`config.mk`:
```
export PLATFORM = sky130hd
export DESIGN_NAME = mux_scan_seq_flat
export DESIGN_NICKNAME = d
export VERILOG_FILES = /design/src/rtl/mux_scan_seq_pkg.sv /design/src/rtl/mux_scan_seq_if.sv /design/src/rtl/mux_step_timer.sv /design/src/rtl/mux_scan_seq.sv /design/src/flat_wrapper.sv
export SDC_FILE = /design/constraint.sdc
export NUM_CORES = 1
export LEC_CHECK = 0
export ABC_AREA = 0
export BUFFER_PORTS_ARGS = -buffer_cell sky130_fd_sc_hd__buf_2
export CAP_MARGIN = 20
export CORE_MARGIN = 2
export CORE_UTILIZATION = 40
export CTS_CLUSTER_SIZE = 10
export DETAILED_ROUTE_END_ITERATION = 10
export PLACE_DENSITY_LB_ADDON = 0.25
export RECOVER_POWER = 100
export SLEW_MARGIN = 20
export SYNTH_ARGS = -nofsm -noshare
export SYNTH_HDL_FRONTEND = slang
export SYNTH_HIERARCHICAL = 1
export SYNTH_SLANG_ARGS = --single-unit
```
`constraint.sdc`:
```
create_clock -name clk -period 4.6 [get_ports clk]
set_input_delay 0.46 -clock clk [delete_from_list [all_inputs] [get_ports clk]]
set_output_delay 0.46 -clock clk [all_outputs]
set_load 0.1 [all_outputs]
```
`src/rtl/mux_scan_seq_pkg.sv`:
```
// mux_scan_seq_pkg: shared types and widths for the mux scan sequencer.
//   state_t  - sequencer FSM states (IDLE, SCAN, DONE)
//   DATA_W   - width of the serialized word / mux data inputs
//   SEL_W    - width of the mux select
//   SEL_MAX  - last select value of a scan pass
package mux_scan_seq_pkg;

    localparam int DATA_W = 8;
    localparam int SEL_W  = 3;

    localparam logic [SEL_W-1:0] SEL_MAX = '1;

    typedef enum logic [1:0] {
        IDLE = 2'd0,
        SCAN = 2'd1,
        DONE = 2'd2
    } state_t;

endpackage

```
`src/rtl/mux_scan_seq_if.sv`:
```
// mux_scan_seq_if: request/response bundle of the mux scan sequencer.
//   start, data_in, stop : requester -> sequencer
//   D, sel, EN           : sequencer -> downstream 8-to-1 mux
//   busy, done           : sequencer status
// master: requester side; slave: the sequencer itself.
interface mux_scan_seq_if;
    import mux_scan_seq_pkg::*;

    logic              start;
    logic [DATA_W-1:0] data_in;
    logic              stop;
    logic [DATA_W-1:0] D;
    logic [SEL_W-1:0]  sel;
    logic              EN;
    logic              busy;
    logic              done;

    modport master (
        output start, data_in, stop,
        input  D, sel, EN, busy, done
    );

    modport slave (
        input  start, data_in, stop,
        output D, sel, EN, busy, done
    );

endinterface

```
`src/rtl/mux_step_timer.sv`:
```
// mux_step_timer: counts cycles of 'run' and pulses 'tick' on the last cycle
// of every STEP_CYCLES-cycle hold period.
//   clk, rst (sync, active high), clear (restart count), run (count enable)
//   tick : combinational, high in the final cycle of a hold period
module mux_step_timer #(
    parameter int STEP_CYCLES = 1
) (
    input  logic clk,
    input  logic rst,
    input  logic clear,
    input  logic run,
    output logic tick
);

    localparam logic [7:0] LAST = 8'(STEP_CYCLES - 1);

    logic [7:0] cnt;

    // clear takes precedence so a restart never coincides with a step
    assign tick = run && !clear && (cnt == LAST);

    always_ff @(posedge clk) begin
        if (rst || clear) begin
            cnt <= 8'd0;
        end else if (run) begin
            cnt <= tick ? 8'd0 : cnt + 8'd1;
        end
    end

endmodule

```
`src/rtl/mux_scan_seq.sv`:
```
// mux_scan_seq: captures a word on start and walks an 8-to-1 mux select
// through 0..7, holding each value STEP_CYCLES cycles with EN high.
//   clk  : clock; rst : synchronous active-high reset
//   bus  : mux_scan_seq_if.slave (start/data_in/stop in; D/sel/EN/busy/done out)
// Build option: define MUX_SCAN_LOOP_EN to wrap sel 7->0 and keep scanning,
// pulsing done with every wrapped sel=0; only stop or rst end the scan.
// All outputs are registered from next-state values.
module mux_scan_seq
    import mux_scan_seq_pkg::*;
#(
    parameter int STEP_CYCLES = 1
) (
    input  logic            clk,
    input  logic            rst,
    mux_scan_seq_if.slave   bus
);

    state_t            state, state_nxt;
    logic [DATA_W-1:0] d_q, d_nxt;
    logic [SEL_W-1:0]  sel_q, sel_nxt;
    logic              en_q, en_nxt;
    logic              busy_q, busy_nxt;
    logic              done_q, done_nxt;
    logic              clr, tick;

    mux_step_timer #(.STEP_CYCLES(STEP_CYCLES)) u_timer (
        .clk   (clk),
        .rst   (rst),
        .clear (clr),
        .run   (state == SCAN),
        .tick  (tick)
    );

    always_ff @(posedge clk) begin
        if (rst) begin
            state  <= IDLE;
            d_q    <= '0;
            sel_q  <= '0;
            en_q   <= 1'b0;
            busy_q <= 1'b0;
            done_q <= 1'b0;
        end else begin
            state  <= state_nxt;
            d_q    <= d_nxt;
            sel_q  <= sel_nxt;
            en_q   <= en_nxt;
            busy_q <= busy_nxt;
            done_q <= done_nxt;
        end
    end

    always_comb begin
        state_nxt = state;
        d_nxt     = d_q;
        sel_nxt   = sel_q;
        en_nxt    = 1'b0;
        busy_nxt  = 1'b0;
        done_nxt  = 1'b0;
        clr       = 1'b0;
        case (state)
            IDLE: begin
                sel_nxt = '0;
                if (bus.start) begin
                    state_nxt = SCAN;
                    d_nxt     = bus.data_in;
                    en_nxt    = 1'b1;
                    busy_nxt  = 1'b1;
                    clr       = 1'b1;
                end
            end
            SCAN: begin
                en_nxt   = 1'b1;
                busy_nxt = 1'b1;
                // stop beats a coinciding final-step completion
                if (bus.stop) begin
                    state_nxt = IDLE;
                    sel_nxt   = '0;
                    en_nxt    = 1'b0;
                    busy_nxt  = 1'b0;
                    clr       = 1'b1;
                end else if (tick) begin
                    if (sel_q == SEL_MAX) begin
`ifdef MUX_SCAN_LOOP_EN
                        sel_nxt  = '0;
                        done_nxt = 1'b1;
`else
                        state_nxt = DONE;
                        sel_nxt   = '0;
                        en_nxt    = 1'b0;
                        busy_nxt  = 1'b0;
                        done_nxt  = 1'b1;
`endif
                    end else begin
                        sel_nxt = sel_q + 1'b1;
                    end
                end
            end
            DONE: begin
                state_nxt = IDLE;
                sel_nxt   = '0;
            end
            default: begin
                state_nxt = IDLE;
                sel_nxt   = '0;
            end
        endcase
    end

    assign bus.D    = d_q;
    assign bus.sel  = sel_q;
    assign bus.EN   = en_q;
    assign bus.busy = busy_q;
    assign bus.done = done_q;

endmodule

```
`src/flat_wrapper.sv`:
```
// flat-port wrapper written by rule: the top's interface ports become plain ports
module mux_scan_seq_flat import mux_scan_seq_pkg::*;
#(
    parameter int STEP_CYCLES = 1
)
  (clk, rst, bus_start, bus_data_in, bus_stop, bus_D, bus_sel, bus_EN, bus_busy, bus_done);
  mux_scan_seq_if bus_i ();
  input  logic clk;
  input  logic rst;
  input wire logic [$bits(bus_i.start)-1:0] bus_start;
  input wire logic [$bits(bus_i.data_in)-1:0] bus_data_in;
  input wire logic [$bits(bus_i.stop)-1:0] bus_stop;
  output wire logic [$bits(bus_i.D)-1:0] bus_D;
  output wire logic [$bits(bus_i.sel)-1:0] bus_sel;
  output wire logic [$bits(bus_i.EN)-1:0] bus_EN;
  output wire logic [$bits(bus_i.busy)-1:0] bus_busy;
  output wire logic [$bits(bus_i.done)-1:0] bus_done;
  assign bus_i.start = bus_start;
  assign bus_i.data_in = bus_data_in;
  assign bus_i.stop = bus_stop;
  assign bus_D = bus_i.D;
  assign bus_sel = bus_i.sel;
  assign bus_EN = bus_i.EN;
  assign bus_busy = bus_i.busy;
  assign bus_done = bus_i.done;
  mux_scan_seq #(.STEP_CYCLES(STEP_CYCLES)) u_core (.clk(clk), .rst(rst), .bus(bus_i));
endmodule
```
After elaboration in Yosys (flattened, before gate mapping)
Index checks and enable logic that the tools add are counted.

Mux-type cells: 15. Equal/unequal tests: 5. Reduce and logical (&&, ||, !) cells: 10. Add/sub/neg operators: 2. Bitwise logic cells: 2.

Operators with widths (number): adder 8 x 1 -> 8 bit (second input constant) (1); zero test 8 bit (1); two-way mux 2 bit (4); two-way mux 8 bit (1); two-way mux 1 bit (6); inequality test 3 x 2 -> 1 bit (second input constant) (2); case mux 1 bit (2 select lines) (2); case mux 2 bit (2 select lines) (1); OR reduction 4 bit (1); adder 3 x 1 -> 3 bit (second input constant) (1); equality test 3 bit (second input constant) (1); two-way mux 3 bit (1); AND reduction 3 bit (1); OR reduction 3 bit (1); equality test 2 x 1 -> 1 bit (second input constant) (1); logical AND 1 bit (2); zero test 2 bit (1); inequality test 2 bit (second input constant) (1); inverter 1 bit (2); AND reduction 2 bit (1); zero test 1 bit (1); logical OR 1 bit (1).

Register bits after elaboration: 23. Input port bits: 12. Logic and storage cells: 40.

Longest topological paths before layout
Depth after elaboration: 8. Mapped depth: 7.

Cells and area by module
The synthesis kept the hierarchy.

By module, submodules not included: mux_scan_seq (times used 1, sequential area each 300.3 µm², cells an instance 64, area each 666.9 µm²); mux_step_timer (times used 1, sequential area each 160.2 µm², cells an instance 46, area each 412.9 µm²).

Worst setup path after synthesis
Ideal clock, no wire load.

Path kind: input port to flip-flop. Start point: input port bus_start. End point: register u_core.sel_q[0], in the netlist u_core/bus.sel[0]. Buffers on the path: 1. Stages: 7. Required time: 4.533 ns. Slack: 2.058 ns. Data arrival time: 2.475 ns. Library setup time: 0.067 ns. Path through: nor3b_1 > buf_2 > a21o_1 > or4b_4 > nor3_1 > or3b_2 > a21oi_2.

Longest elaborated chain between the ends: 5.

RTL lines: from (decl) (line flat_wrapper.sv:10) `input wire logic [$bits(bus_i.start)-1:0] bus_start;`; two-way mux 1 bit (line mux_scan_seq.sv:63) `if (bus.start) begin`; case mux 1 bit (2 select lines) (line mux_scan_seq.sv:60) `case (state)`; net u_core.clr (line mux_scan_seq.sv:24) `logic clr, tick;`; zero test 1 bit (line mux_step_timer.sv:20) `assign tick = run && !clear && (cnt == LAST);`; logical AND 1 bit (2 in a row) (line mux_step_timer.sv:20); net u_core.tick (line mux_scan_seq.sv:24); to (signal assigned) (line mux_scan_seq.sv:45) `sel_q <= sel_nxt;`; to (decl) (line mux_scan_seq.sv:20) `logic [SEL_W-1:0] sel_q, sel_nxt;`.

The timed path passes the listed nets, and every way through them passes these cells. A chain may end at the register's enable or synchronous reset.

Worst setup path after layout
Start point: register u_core.state[0]. End point: register u_core.busy_q, in the netlist u_core/bus.busy.

Longest elaborated chain between the ends: 8.

RTL lines: from (decl) (line mux_scan_seq.sv:18) `state_t state, state_nxt;`; from (signal assigned) (line mux_scan_seq.sv:43) `state <= state_nxt;`; equality test 2 x 1 -> 1 bit / zero test 2 bit (equally long branches) (line mux_scan_seq.sv:60); case mux 1 bit (2 select lines) (*) (line mux_scan_seq.sv:60); net u_core.clr (line mux_scan_seq.sv:24); zero test 1 bit (*) (line mux_step_timer.sv:20); logical AND 1 bit (*) (2 in a row) (line mux_step_timer.sv:20); net u_core.tick (line mux_scan_seq.sv:24); two-way mux 1 bit (*) (line mux_scan_seq.sv:81) `end else if (tick) begin`; two-way mux 1 bit (*) (line mux_scan_seq.sv:75) `if (bus.stop) begin`; case mux 1 bit (2 select lines) (*) (line mux_scan_seq.sv:60); to (signal assigned) (line mux_scan_seq.sv:47) `busy_q <= busy_nxt;`; to (decl) (line mux_scan_seq.sv:22) `logic busy_q, busy_nxt;`.

Mark *: on every way through the listed nets, which the timed path passes. The rest lies on a longest branch.

==> impl_metrics.yaml <==
worst_setup_path:
  rr_endpoint: "u_core/bus.busy"
  cp_max_fo: 11
  critPathKind: "register to register"
  r2r_slack_ns: 1.97
  reg2reg_depth: 6
  reg2reg_from: "u_core/state[0]"
  end_kind: "register"
  worstSetupStartpointType: "register"
  cp_data_arrival_time_ns: 2.87
  crit_required_ns: 4.84
detailed_routing:
  drt-wirelength-per-cell_um: 11.2
  drtAntennaViolNets: 0
  wl_um: 1830
  drt_iter0_markers: 24
  first_pass_iters: 4
  drc_errors: 0
  viasPerCell: 4.96
  vias: 813
min_path:
  holdCritStartpoint: "bus_data_in[1]"
  holdPathEnd: "u_core/bus.D[1]"
  hold-path-cell-count: 3
  min_path_type: "primary input to register"
cts:
  cts_hold_buffers: 0
  ctsResizeCount: 0
  cts_root_buf: "clkbuf_4"
  post_cts_buffers: 0
  cts.htree.levels: 1
  cts_made_buffers: 3
  cts_buffer_depth: 2
  cts.reportedPaths.clkPinSlew_ns: 0.12
  cts_tree: "done"
  cts.sinks: 23
  clock_latency_ns: 0.30
global_route:
  grt_antenna_before_repair: 0
  gr-total-overflow: 0
  grt_pass1_wl_um: 3100
  grt_start_max_net_pins: 22
  track_usage: 0.121
  grt_pass1_vias: 714
synth:
  synth-adder-area-share: 0.0463
  ys_ff_latch: 23
  ys.flop_type: "dfxtp_1"
  synthTopCellsByCount: "23 x dfxtp_1, 18 x nand2b_1, 9 x mux2i_1"
  synth_fp_nets: 126
  syn-cell-area_mm2: 0.00108
  syn_avg_cell_area_um2: 9.82
  synth_cell_types: 33
  synthMuxAreaShare: 0.0834
  synth_top_family_by_area: "simple AND/OR/NAND/NOR gates"
  yosys.area_share.simple: 0.264
  ys_seq_area_frac: 0.426
  synthXorXnorAreaFrac: 0.0324
  async_reset_ff_frac: 0
  synth-edff-count: 0
  netlist.area_leader.share: 0.426
  yosys-top-cells-area: "dfxtp_1 43%, nand2b_1 10%, mux2i_1 8.3%, ha_1 4.6%, nor2_1 2.8%"
  yosys_warnings: 6
  synth-compound-area-share: 0.103
  synthMostInstantiatedCell: "dfxtp_1"
  syn_inst: 110
  synth_top_area_cell: "dfxtp_1"
place:
  dp.final_hpwl_um: 1400
  dpl_worst_slack_ns: 1.84
  io_buffers: 25
  gp_congestion: 0.792
floorplanning:
  die_w_um: 56.0
  row_count: 18
  ioPinCount: 26
  start_util: 0.428
  die_h_um: 56.0
  core_area_mm2: 0.00252
  fp.dieArea_mm2: 0.00313
finish:
  syn_to_final_growth_pct: 11.0
  nets: 151
  drive_above_1_share: 0.149
  final_core_util: 0.475
  diodes: 0
sta:
  fin_skew_ns: 0.00684
  timing_hold_violations_final: 0
  slew_violations: 12
  relSlewSlack: -0.245
  finalSetupTns_ns: 0
  final-setup-viol-count: 0
  fmax_ghz: 0.380
  period_share: 0.572
  period_needed_ns: 2.63
  worst_slack_ns: 1.97
  worst_pin_slew_ns: 1.86
  rsz0062_at_grt: "no"
run_status:
  violations: "capacitance limit, slew limit"
  run_status: "finished, violations left"
job:
  max-cap-violations: 1
power_and_ir_drop:
  leakagePower_nw: 0.456
  p_total_w: 0.000388
  ir_drop_mv: 0.217
  power.density_mw_per_mm2: 323
worst max-delay path, stage by stage (launching register included):
cell and delay, ns:
dfxtp_1 0.33, nor3b_1 1.45, a21o_1 0.19, or4b_1 0.17, nor3_1 0.11, nand2_1 0.14, a32o_1 0.17
per-stage QoR:
stage | std cells | hold WS, ns | area [um^2]
floorplan | 110 | 0.457 | 1080
global placement | 160 | 0.455 | 1210
detailed placement | 160 | 0.464 | 1210
CTS | 164 | 0.394 | 1240
global route | 164 | 0.391 | 1200
finish | 164 | 0.403 | 1200
power by group:
part	switching, W	leakage [nW]	internal [W]
Sequential	0.00000388	0.187	0.000206
Clock	0.0000574	0.0177	0.0000324
Combinational	0.0000673	0.251	0.0000203
Total	0.000129	0.456	0.000259
state kept, by name, summed over array words and instances, names as in the netlist:
signal	count
u_core/bus.D	8
u_core/u_timer/cnt	8
u_core/bus.sel	3
u_core/state	2
u_core/bus.busy	1
u_core/bus.done	1
cell type report:
| cell class | count | area (um^2) |
|---|---|---|
| fill | 241 | 1320 |
| timing repair buffer | 25 | 108 |
| tap | 30 | 37.5 |
| inverter | 4 | 15.0 |
| multi-input combinational | 78 | 551 |
| clock buffer | 3 | 22.5 |
| clock inverter | 1 | 5.00 |
| sequential | 23 | 460 |
logic make-up after synthesis:
kind of cell	Yosys count
AND/OR/NAND/NOR	47
XOR/XNOR	4
multiplexers	9
flip-flops	23
adder cells (fa/ha/maj)	4
AO/OA/AOI/OAI	14
buffers and inverters	9
cell usage in the layout (no fill, tap or decap), types with 2 or more instances in the layout:
master     n
a21oi_1    4
a32o_1     2
buf_2     11
clkbuf_1  14
clkbuf_4   3
dfxtp_1   23
ha_1       4
inv_1      4
mux2i_1    9
nand2_1    4
nand2b_1  18
nand3_1    2
nand4_1    3
nor2_1     8
nor3_1     2
o21ai_0    3
or3_1      2
xor2_1     3
how the worst max path moves through the flow:
| stage | from | end | slack, ns |
|---|---|---|---|
| 3_5_place_dp | bus_start | u_core/bus.sel[0] | 1.84 |
| 2_1_floorplan | bus_start | u_core/bus.sel[0] | 2.06 |
| 3_3_place_gp | bus_start | u_core/bus.sel[0] | 1.93 |
| 5_1_grt | u_core/state[0] | u_core/state[0] | 1.66 |
| 6_report | u_core/state[0] | u_core/bus.busy | 1.97 |
| 4_1_cts | u_core/state[0] | u_core/bus.sel[0] | 2.07 |
routing by layer:
layer  vias up  global-route usage  part of all wire
met1       361               0.164              0.52
met3         2              0.0326             0.061
met5         -                   0                 0
met2        22               0.187              0.41
met4         0              0.0408            0.0087
li1        428                   -                 -
(Power assumes the default switching activity.)
